==> src/rtl/display_pkg.sv <==
`default_nettype none
// ============================================================================
// Module   : display_pkg
// Purpose  : Segment type, glyph constants and BCD-to-7-segment lookup.
// Revision : 1.0
// ============================================================================
package display_pkg;

    typedef logic [6:0] seg_t;

    localparam seg_t SEG_APAGADO = 7'h7F;
    localparam seg_t SEG_GUION   = 7'h7E;

    // Active-low abcdefg; any non-decimal nibble renders as a dash
    function automatic seg_t bcd_a_seg(input logic [3:0] nibble);
        case (nibble)
            4'd0:    bcd_a_seg = 7'b0000001;
            4'd1:    bcd_a_seg = 7'b1001111;
            4'd2:    bcd_a_seg = 7'b0010010;
            4'd3:    bcd_a_seg = 7'b0000110;
            4'd4:    bcd_a_seg = 7'b1001100;
            4'd5:    bcd_a_seg = 7'b0100100;
            4'd6:    bcd_a_seg = 7'b0100000;
            4'd7:    bcd_a_seg = 7'b0001111;
            4'd8:    bcd_a_seg = 7'b0000000;
            4'd9:    bcd_a_seg = 7'b0000100;
            default: bcd_a_seg = SEG_GUION;
        endcase
    endfunction

endpackage
`default_nettype wire

==> src/rtl/decodificador_bcd_7seg.sv <==
`default_nettype none
// ============================================================================
// Module   : decodificador_bcd_7seg
// Purpose  : Combinational nibble to active-low 7-segment glyph.
// Revision : 1.0
// ============================================================================
module decodificador_bcd_7seg
    import display_pkg::*;
(
    input  logic [3:0] i_nibble,
    output seg_t       o_seg
);

    assign o_seg = bcd_a_seg(i_nibble);

endmodule
`default_nettype wire

==> src/rtl/display_multiplexado.sv <==
`default_nettype none
// ============================================================================
// Module   : display_multiplexado
// Purpose  : Scanned common-anode 7-segment driver with leading-zero blanking.
//            Define DISPLAY_PARPADEO_EN to add the blink input.
// Revision : 1.0
// ============================================================================
module display_multiplexado
    import display_pkg::*;
#(
    parameter int NUM_DIGITOS  = 5,
    parameter int SCAN_DIV     = 50000
`ifdef DISPLAY_PARPADEO_EN
    ,
    parameter int PARPADEO_DIV = 25_000_000
`endif
)(
    input  logic                       clk,
    input  logic                       rst,
    input  logic [4*NUM_DIGITOS-1:0]   numeroBCD,
    input  logic                       cargar,
    input  logic                       blankCeros,
`ifdef DISPLAY_PARPADEO_EN
    input  logic                       parpadeo,
`endif
    output logic [6:0]                 segmentos,
    output logic [NUM_DIGITOS-1:0]     anodos,
    output logic [((NUM_DIGITOS > 1) ? $clog2(NUM_DIGITOS) : 1)-1:0] digitoActivo
);

    localparam int IDX_W = (NUM_DIGITOS > 1) ? $clog2(NUM_DIGITOS) : 1;
    localparam int CNT_W = $clog2(SCAN_DIV);

    logic [4*NUM_DIGITOS-1:0] r_shadow;
    logic [CNT_W-1:0]         r_cnt;
    logic [IDX_W-1:0]         r_idx;

    logic                     w_fin_scan;
    logic [3:0]               w_nibble;
    logic [NUM_DIGITOS-1:0]   w_anodos;
    logic [NUM_DIGITOS-1:0]   w_visible;
    logic                     w_oculto;
    logic                     w_oscuro;
    seg_t                     w_glifo;

    always_ff @(posedge clk or posedge rst) begin
        if (rst) begin
            r_shadow <= '0;
        end else if (cargar) begin
            r_shadow <= numeroBCD;
        end
    end

    assign w_fin_scan = (r_cnt == CNT_W'(SCAN_DIV - 1));

    always_ff @(posedge clk or posedge rst) begin
        if (rst) begin
            r_cnt <= '0;
            r_idx <= '0;
        end else if (w_fin_scan) begin
            r_cnt <= '0;
            r_idx <= (r_idx == IDX_W'(NUM_DIGITOS - 1)) ? '0 : r_idx + 1'b1;
        end else begin
            r_cnt <= r_cnt + 1'b1;
        end
    end

    // A digit is visible if it or any more significant nibble is nonzero;
    // digit 0 is always visible so an all-zero value still shows "0".
    always_comb begin : p_visible
        logic v_seen;
        v_seen    = 1'b0;
        w_visible = '0;
        for (int k = NUM_DIGITOS - 1; k >= 0; k--) begin
            v_seen       = v_seen | (r_shadow[4*k +: 4] != 4'd0) | (k == 0);
            w_visible[k] = v_seen;
        end
    end

    always_comb begin
        w_nibble = 4'd0;
        w_anodos = '1;
        w_oculto = 1'b0;
        for (int k = 0; k < NUM_DIGITOS; k++) begin
            if (r_idx == IDX_W'(k)) begin
                w_nibble    = r_shadow[4*k +: 4];
                w_anodos[k] = 1'b0;
                w_oculto    = blankCeros & ~w_visible[k];
            end
        end
    end

    decodificador_bcd_7seg u_decodificador (
        .i_nibble (w_nibble),
        .o_seg    (w_glifo)
    );

`ifdef DISPLAY_PARPADEO_EN
    localparam int PAR_W = $clog2(PARPADEO_DIV);

    logic [PAR_W-1:0] r_par_cnt;
    logic             r_fase;

    always_ff @(posedge clk or posedge rst) begin
        if (rst) begin
            r_par_cnt <= '0;
            r_fase    <= 1'b0;
        end else if (r_par_cnt == PAR_W'(PARPADEO_DIV - 1)) begin
            r_par_cnt <= '0;
            r_fase    <= ~r_fase;
        end else begin
            r_par_cnt <= r_par_cnt + 1'b1;
        end
    end

    assign w_oscuro = parpadeo & r_fase;
`else
    assign w_oscuro = 1'b0;
`endif

    // Anodes and segments share one register stage so they switch together
    always_ff @(posedge clk or posedge rst) begin
        if (rst) begin
            segmentos    <= SEG_APAGADO;
            anodos       <= '1;
            digitoActivo <= '0;
        end else begin
            digitoActivo <= r_idx;
            if (w_oscuro) begin
                segmentos <= SEG_APAGADO;
                anodos    <= '1;
            end else begin
                segmentos <= w_oculto ? SEG_APAGADO : w_glifo;
                anodos    <= w_anodos;
            end
        end
    end

endmodule
`default_nettype wire

==> config.mk <==
export PLATFORM = sky130hd
export DESIGN_NAME = display_multiplexado
export DESIGN_NICKNAME = d
export VERILOG_FILES = /design/src/rtl/display_pkg.sv /design/src/rtl/decodificador_bcd_7seg.sv /design/src/rtl/display_multiplexado.sv
export SDC_FILE = /design/constraint.sdc
export NUM_CORES = 1
export LEC_CHECK = 0
export ABC_AREA = 1
export CAP_MARGIN = 15
export CORE_UTILIZATION = 30
export CTS_BUF_LIST = sky130_fd_sc_hd__clkbuf_8 sky130_fd_sc_hd__clkbuf_16
export DETAILED_ROUTE_END_ITERATION = 16
export GPL_TIMING_DRIVEN = 0
export REMOVE_ABC_BUFFERS = 1
export SYNTH_ARGS = -nofsm -noshare
export SYNTH_HDL_FRONTEND = slang
export SYNTH_HIERARCHICAL = 1
export SYNTH_SLANG_ARGS = --single-unit
==> constraint.sdc <==
create_clock -name clk -period 2 [get_ports clk]
set_input_delay 0.2 -clock clk [delete_from_list [all_inputs] [get_ports clk]]
set_output_delay 0.2 -clock clk [all_outputs]
set_load 0.01 [all_outputs]
==> results of run 1 <==
==> power by group <==
part	internal, mW	total [mW]	switching (mW)
Sequential	1.17	1.20	0.0340
Clock	0.237	0.580	0.343
Combinational	0.184	0.355	0.171
Total	1.59	2.14	0.547
==> synth_stat cells <==
cell	instances	area (um2)
nand2_1	61	229.0
inv_1	47	176.4
dfrtp_1	42	1051
nor2_1	27	101.4
nand3_1	16	80.08
o21ai_0	14	70.07
dfstp_2	12	315.3
mux2_2	12	135.1
ha_1	11	137.6
xor2_1	9	78.83
a21oi_1	7	35.03
inv_2	6	22.52
nand2_2	5	31.28
nand4_1	5	31.28
nor2_2	4	25.02
nor3_1	4	20.02
o211ai_1	4	30.03
buf_2	3	15.01
nand3_2	3	30.03
nor2_4	2	22.52
clkbuf_1	1	3.750
clkinv_1	1	3.750
clkinv_2	1	5.000
nand2_4	1	11.26
nor3_2	1	10.01
nor3b_2	1	12.51
nor4_1	1	6.260
nor4_4	1	21.27
o21ai_1	1	5.000
o21ai_2	1	8.760
o31ai_2	1	12.51
xnor2_1	1	8.760
==> final cells by class <==
cell class / instances / area, um2 / share of cell area [%]
clock buffer: 5 / 68.82 / 1.861
clock inverter: 3 / 12.51 / 0.3384
inverter: 55 / 215.2 / 5.821
multi-input combinational: 194 / 1318 / 35.63
sequential: 54 / 1368 / 36.99
tap: 108 / 135.1 / 3.655
timing repair buffer: 61 / 580.6 / 15.70
==> worst max-delay path by stage <==
stage	start	to	slack (ns)	cells after the start
after floorplan	r_idx[2]	segmentos[3]	-0.13	13
after global placement	rst	r_shadow[16]	-0.51	2
after detailed placement	r_idx[0]	segmentos[3]	-0.47	15
after CTS	r_idx[1]	segmentos[0]	-0.04	16
after global routing	r_idx[0]	segmentos[0]	-0.20	16
final	r_idx[0]	segmentos[0]	-0.08	16
==> registers in the layout (all words and copies together) (netlist names) <==
| signal | flops |
|---|---|
| r_shadow | 20 |
| r_idx | 3 |
| segmentos | 7 |
| digitoActivo | 3 |
| r_cnt | 16 |
| anodos | 5 |
==> worst register-to-register path: cells and delay by family (launching register included) <==
kind | cells | cell delay [ns]
AOI/OAI and AO/OA | 2 | 0.33
adders and majority gates | 2 | 0.27
buffers and inverters | 5 | 0.38
DFF | 1 | 0.42
and+or+nand+nor | 7 | 0.62
==> through the flow <==
step / util [%] / hold slack [ns]
final: 41.99 / 0.1897
after global routing: 41.99 / 0.2152
after CTS: 39.94 / 0.1945
after detailed placement: 37.06 / 0.4282
after global placement: 36.83 / 0.4188
after floorplan: - / 0.3073
==> per-layer routing <==
| layer | GRT usage [%] | part of all wire (%) | vias to the layer above |
|---|---|---|---|
| li1 | - | - | 1091 |
| met4 | 4.779 | 1.4 | 0 |
| met2 | 21.06 | 47 | 34 |
| met3 | 2.086 | 3.2 | 8 |
| met1 | 16.59 | 48 | 1068 |
| met5 | 0 | 0 | - |
==> cell families (layout without fill, tap and decap cells) <==
family | Yosys count | after routing | share of synthesized area, %
adder cells (fa/ha/maj) | 11 | 11 | 5.011
AO/OA/AOI/OAI | 28 | 28 | 5.877
XOR/XNOR | 10 | 10 | 3.189
buffers and inverters | 59 | 124 | 8.245
AND/OR/NAND/NOR | 132 | 133 | 23.01
flip-flops | 54 | 54 | 49.75
multiplexers | 12 | 12 | 4.920
==> timing repair <==
action	4_1_cts	5_1_grt
resized for setup	26	30
hold buffers	0	0
pin swaps	12	21
endpoints found under the setup margin	7	7
cloned	0	1
setup buffers	11	11
==> cell usage in the layout (no fill, tap or decap), types with 2 or more instances in the layout <==
master           Yosys  layout
o21ai_0             14      12
ha_4                 0       6
a21oi_2              0       4
dfrtp_1             42      41
clkbuf_8             0       5
nand4_1              5       5
dfstp_2             12      12
clkdlybuf4s50_1      0      38
mux2_2              12      12
nand3_1             16      12
nand2_2              5      11
nand3_2              3       7
xor2_1               9       9
ha_2                 0       3
o211ai_1             4       4
a21oi_1              7       3
nor2_1              27      27
inv_2                6      16
nand2_4              1       3
nor2_2               4       3
clkinv_2             1       2
buf_4                0      18
nand2_1             61      54
nor2_4               2       3
nor3_1               4       4
inv_1               47      37
o21ai_2              1       3
buf_6                0       4
ha_1                11       2
==> impl_metrics.tcl, run 1 <==
set metrics [dict create \
    clock_latency_ns 0.30 \
    r2r-end "segmentos[0]" \
    core_um2 8806 \
    slew_violations 0 \
    drc 4 \
    port_buffers 38 \
    skew_ns 0.008191 \
    num_vias 2201 \
    drive_gt1_share_pct 32.26 \
    yosysUniqueCellTypes 32 \
    violations "DRC, setup timing" \
    initial_core_util_pct 31.19 \
    grt_pass1_wl_um 9825 \
    cts_sinks 54 \
    total_power_mw 2.139 \
    antenna_found_initial 0 \
    crit_family "simple AND/OR/NAND/NOR gates" \
    yosysWarnings 6 \
    hold_viol 0 \
    fillerInstances 873 \
    layout_min_cycle_time_ns 2.077 \
    dpl.hpwl_um 3990 \
    crit_arrival_ns 2.33 \
    fin_ws_ns -0.07747 \
    place_area_um2 3263 \
    synth_seq_area_share_pct 49.75 \
    numPlacedInstances 449 \
    cts_root_buf "clkbuf_8" \
    max-vdd-ir-drop_mv 0.2899 \
    crit_slowest_cell "dfrtp_2" \
    critPathRequiredTime_ns 2.25 \
    grt_max_degree 39 \
    fin_crit_sh_pct 103.9 \
    rr_worst_depth 16 \
    max_freq_mhz 481.4 \
    die_h_um 97.68 \
    overflow 0 \
    syn-instance-count 306 \
    syn2layout_area_growth_pct 34.62 \
    final_antenna_net_count 0 \
    tritoncts "done" \
    ys_ff_latch 54 \
    die_area_um2 9541 \
    synthesis.area_um2 2746 \
    cts_max_level 2 \
    rsz0062_at_grt "yes" \
    drt_first_pass_iters 11 \
    leakage_nw 1.698 \
    crit_path_start_kind "register" \
    row_count 34 \
    slew_headroom_pct 36.53 \
    reg2reg_from "r_idx[0]" \
    endpoint_kind "register" \
    setup-tns-final_ns -0.2800 \
    chipWidth_um 97.68 \
    cp_slowest_stage_delay_ns 0.42 \
    n_antenna_cell 0 \
    routed_via_density 4.585 \
    post_drt_wl_per_cell_um 12.35 \
    run_status "finished with violations" \
    powerDensity_nw_per_um2 578.4 \
    syn_area_per_cell_um2 8.975 \
    hp-class "input pin to asynchronous set/reset pin" \
    setup_violations 7 \
    routed_wl_um 5926 \
    worst_pin_slew_ns 0.9491 \
    path_clk_slew_ns 0.10 \
    drv_cap 0 \
    crit_buf_inv 5 \
    clockBufferDepth 2 \
    drtIter0Drc 103 \
    path_cells "buf_6 > ha_4 > inv_2 > nor2_4 > nand2_2 > nand3_2 > o211ai_1 > a21oi_2 > buf_6 > ha_4 > inv_2 > nand2_2 > nand2_1 > nor2_1 > inv_1 > nand2_1" \
    crit_fanout 5 \
    layout.cells.non_filler 480 \
    dpl_worst_slack_ns -0.4670 \
    io_pins 39 \
    r2r_setup_slack_ns -0.08 \
    grt_pass1_vias 2195 \
    nNetsFinal 406 \
    place.gp.congestion 0.8297 \
    path_class "register to register" \
    cts_buffers 5 \
    stdcell_area_um2 3697 \
    grt_usage_pct 12.70 \
]
No activity file was read; power rests on OpenSTA's default activity.
==> run 2, diff against run 1 <==
Settings changed: REMOVE_ABC_BUFFERS 1 to unset.
==> impl_metrics.tcl, run 2 (same netlist as run 1, synthesis figures left out) <==
set metrics [dict create \
    r2r_setup_slack_ns -0.04 \
    cts_root_buf "clkbuf_8" \
    clkPwrFrac_pct 28.1 \
    core_um2 8806 \
    cts_max_level 2 \
    cts_sinks 54 \
    crit_slowest_cell "dfrtp_1" \
    run_status "finished with violations" \
    worst_pin_slew_ns 0.3704 \
    regMostFlops "r_shadow" \
    violations "DRC, setup timing" \
    synth_nets 341 \
    crit_path_start_kind "register" \
    rsz0062_at_grt "yes" \
    powerDensity_nw_per_um2 590.4 \
    dpl_worst_slack_ns -0.3027 \
    routed_wl_um 5825 \
    drc 4 \
    max_freq_mhz 491.1 \
    netSwitchingPower_mw 0.5335 \
    p_seq_share_pct 55.6 \
    die_area_um2 9541 \
    layout.cells.non_filler 481 \
    layout_commonest_cell "nand2_1" \
    comb_power_share_pct 16.3 \
    max-vdd-ir-drop_mv 0.3342 \
    syn2layout_area_growth_pct 33.35 \
    crit_fanout 10 \
    path_clk_slew_ns 0.09 \
    clockBufferDepth 2 \
    routed_via_density 4.520 \
    place_area_um2 3281 \
    n_antenna_cell 0 \
    cts_buffers 5 \
    drt_first_pass_iters 10 \
    critPathRequiredTime_ns 2.25 \
    leakage_nw 1.703 \
    num_vias 2174 \
    grt_usage_pct 13.67 \
    path_class "register to register" \
    fin_ws_ns -0.03621 \
    final_antenna_net_count 0 \
    path_cells "inv_2 > ha_4 > nand2_1 > buf_4 > o21ai_0 > inv_1 > a21oi_2 > buf_4 > ha_2 > inv_2 > nand2_2 > nand3_2 > nand2_1 > inv_1 > nand2_1" \
    die_h_um 97.68 \
    post_drt_wl_per_cell_um 12.11 \
    grt_max_degree 42 \
    overflow 0 \
    dpl.hpwl_um 4147 \
    numPlacedInstances 452 \
    hp-class "input pin to asynchronous set/reset pin" \
    endpoint_kind "register" \
    slew_headroom_pct 75.31 \
    place.gp.congestion 0.8545 \
    drtIter0Drc 120 \
    final_util_pct 41.59 \
    r2r-end "segmentos[3]" \
    cts_hold_buf 0 \
    row_count 34 \
    skew_ns 0.008093 \
    slew_violations 0 \
    largest_reg_flops 20 \
    switching_share_pct 24.67 \
    io_pins 39 \
    crit_arrival_ns 2.29 \
    antenna_found_initial 0 \
    setup_violations 5 \
    cp_slowest_stage_delay_ns 0.41 \
    reg.largest.list "r_shadow (20), r_cnt (16), segmentos (7)" \
    stdcell_area_um2 3662 \
    rr_worst_depth 15 \
    internal_power_mw 1.629 \
    fin_crit_sh_pct 101.8 \
    grt_pass1_wl_um 10530 \
    final_cell_mix "nand2_1 (55), inv_1 (40), dfrtp_1 (40), clkdlybuf4s50_1 (37), nor2_1 (27)" \
    setup-tns-final_ns -0.1358 \
    port_buffers 37 \
    tritoncts "done" \
    chipWidth_um 97.68 \
    reg2reg_from "r_idx[1]" \
    layout_min_cycle_time_ns 2.036 \
    grt_pass1_vias 2296 \
    drv_cap 0 \
    cpMostUsedCell "nand2_1" \
    clock_latency_ns 0.30 \
    nNetsFinal 407 \
    hold_viol 0 \
    drive_gt1_share_pct 30.03 \
    initial_core_util_pct 31.19 \
]
-- run 2: through the flow --
| step | hold WS, ns | power, mW |
|---|---|---|
| 5_1_grt | 0.1834 | 2.297 |
| 6_report | 0.1707 | 2.162 |
| 3_5_place_dp | 0.4575 | 1.525 |
| 2_1_floorplan | 0.3210 | 1.385 |
| 3_3_place_gp | 0.4493 | 1.514 |
| 4_1_cts | 0.1719 | 2.174 |
-- run 2: power groups by stage --
stage / combinational, mW / clock, mW / sequential, mW
detailed placement: 0.301 / 0 / 1.22
global route: 0.394 / 0.690 / 1.21
global placement: 0.291 / 0 / 1.22
CTS: 0.327 / 0.644 / 1.20
floorplan: 0.157 / 0 / 1.23
finish: 0.352 / 0.607 / 1.20
-- run 2: area by class of cell --
class / instances / area (um2)
Inverter: 55 / 220.2
Multi-Input combinational cell: 194 / 1277
Tap cell: 108 / 135.1
Fill cell: 838 / 5144
Buffer: 4 / 21.27
Timing Repair Buffer: 58 / 548.0
Sequential cell: 54 / 1369
Clock inverter: 2 / 8.758
Clock buffer: 6 / 82.58
-- run 2: worst max-delay path by stage --
stage                   from      endpoint  slack, ns
CTS                 r_idx[1]  segmentos[3]     0.0002
global placement         rst  r_shadow[19]      -0.51
detailed placement  r_idx[0]  segmentos[3]      -0.30
finish              r_idx[1]  segmentos[3]      -0.04
floorplan           r_idx[0]  segmentos[3]       0.01
global route        r_idx[1]  segmentos[3]      -0.21
-- run 2: worst max-delay path: cells and delay by family (launching register included) --
| kind | cells | cell delay [ns] |
|---|---|---|
| AND/OR/NAND/NOR | 5 | 0.36 |
| AO/OA/AOI/OAI | 2 | 0.29 |
| buffers and inverters | 6 | 0.60 |
| adder cells (fa/ha/maj) | 2 | 0.32 |
| flip-flops | 1 | 0.41 |
-- run 2: per-layer routing --
metal | share of wire [%] | wire length (um) | track usage, % | vias up
met1 | 48 | 2825 | 18.45 | 1038
met3 | 3.6 | 208 | 2.734 | 4
met5 | 0 | 0 | 0 | -
met4 | 1.4 | 79 | 5.944 | 0
met2 | 47 | 2712 | 21.22 | 40
li1 | - | - | - | 1092
-- run 2: repair_timing --
action                                  4_1_cts  5_1_grt
pin swaps                                    13       13
resized for setup                            23       14
cloned                                        1        0
buffers inserted                             13        7
endpoints found under the setup margin        7        7
endpoints found under the hold margin         0        0
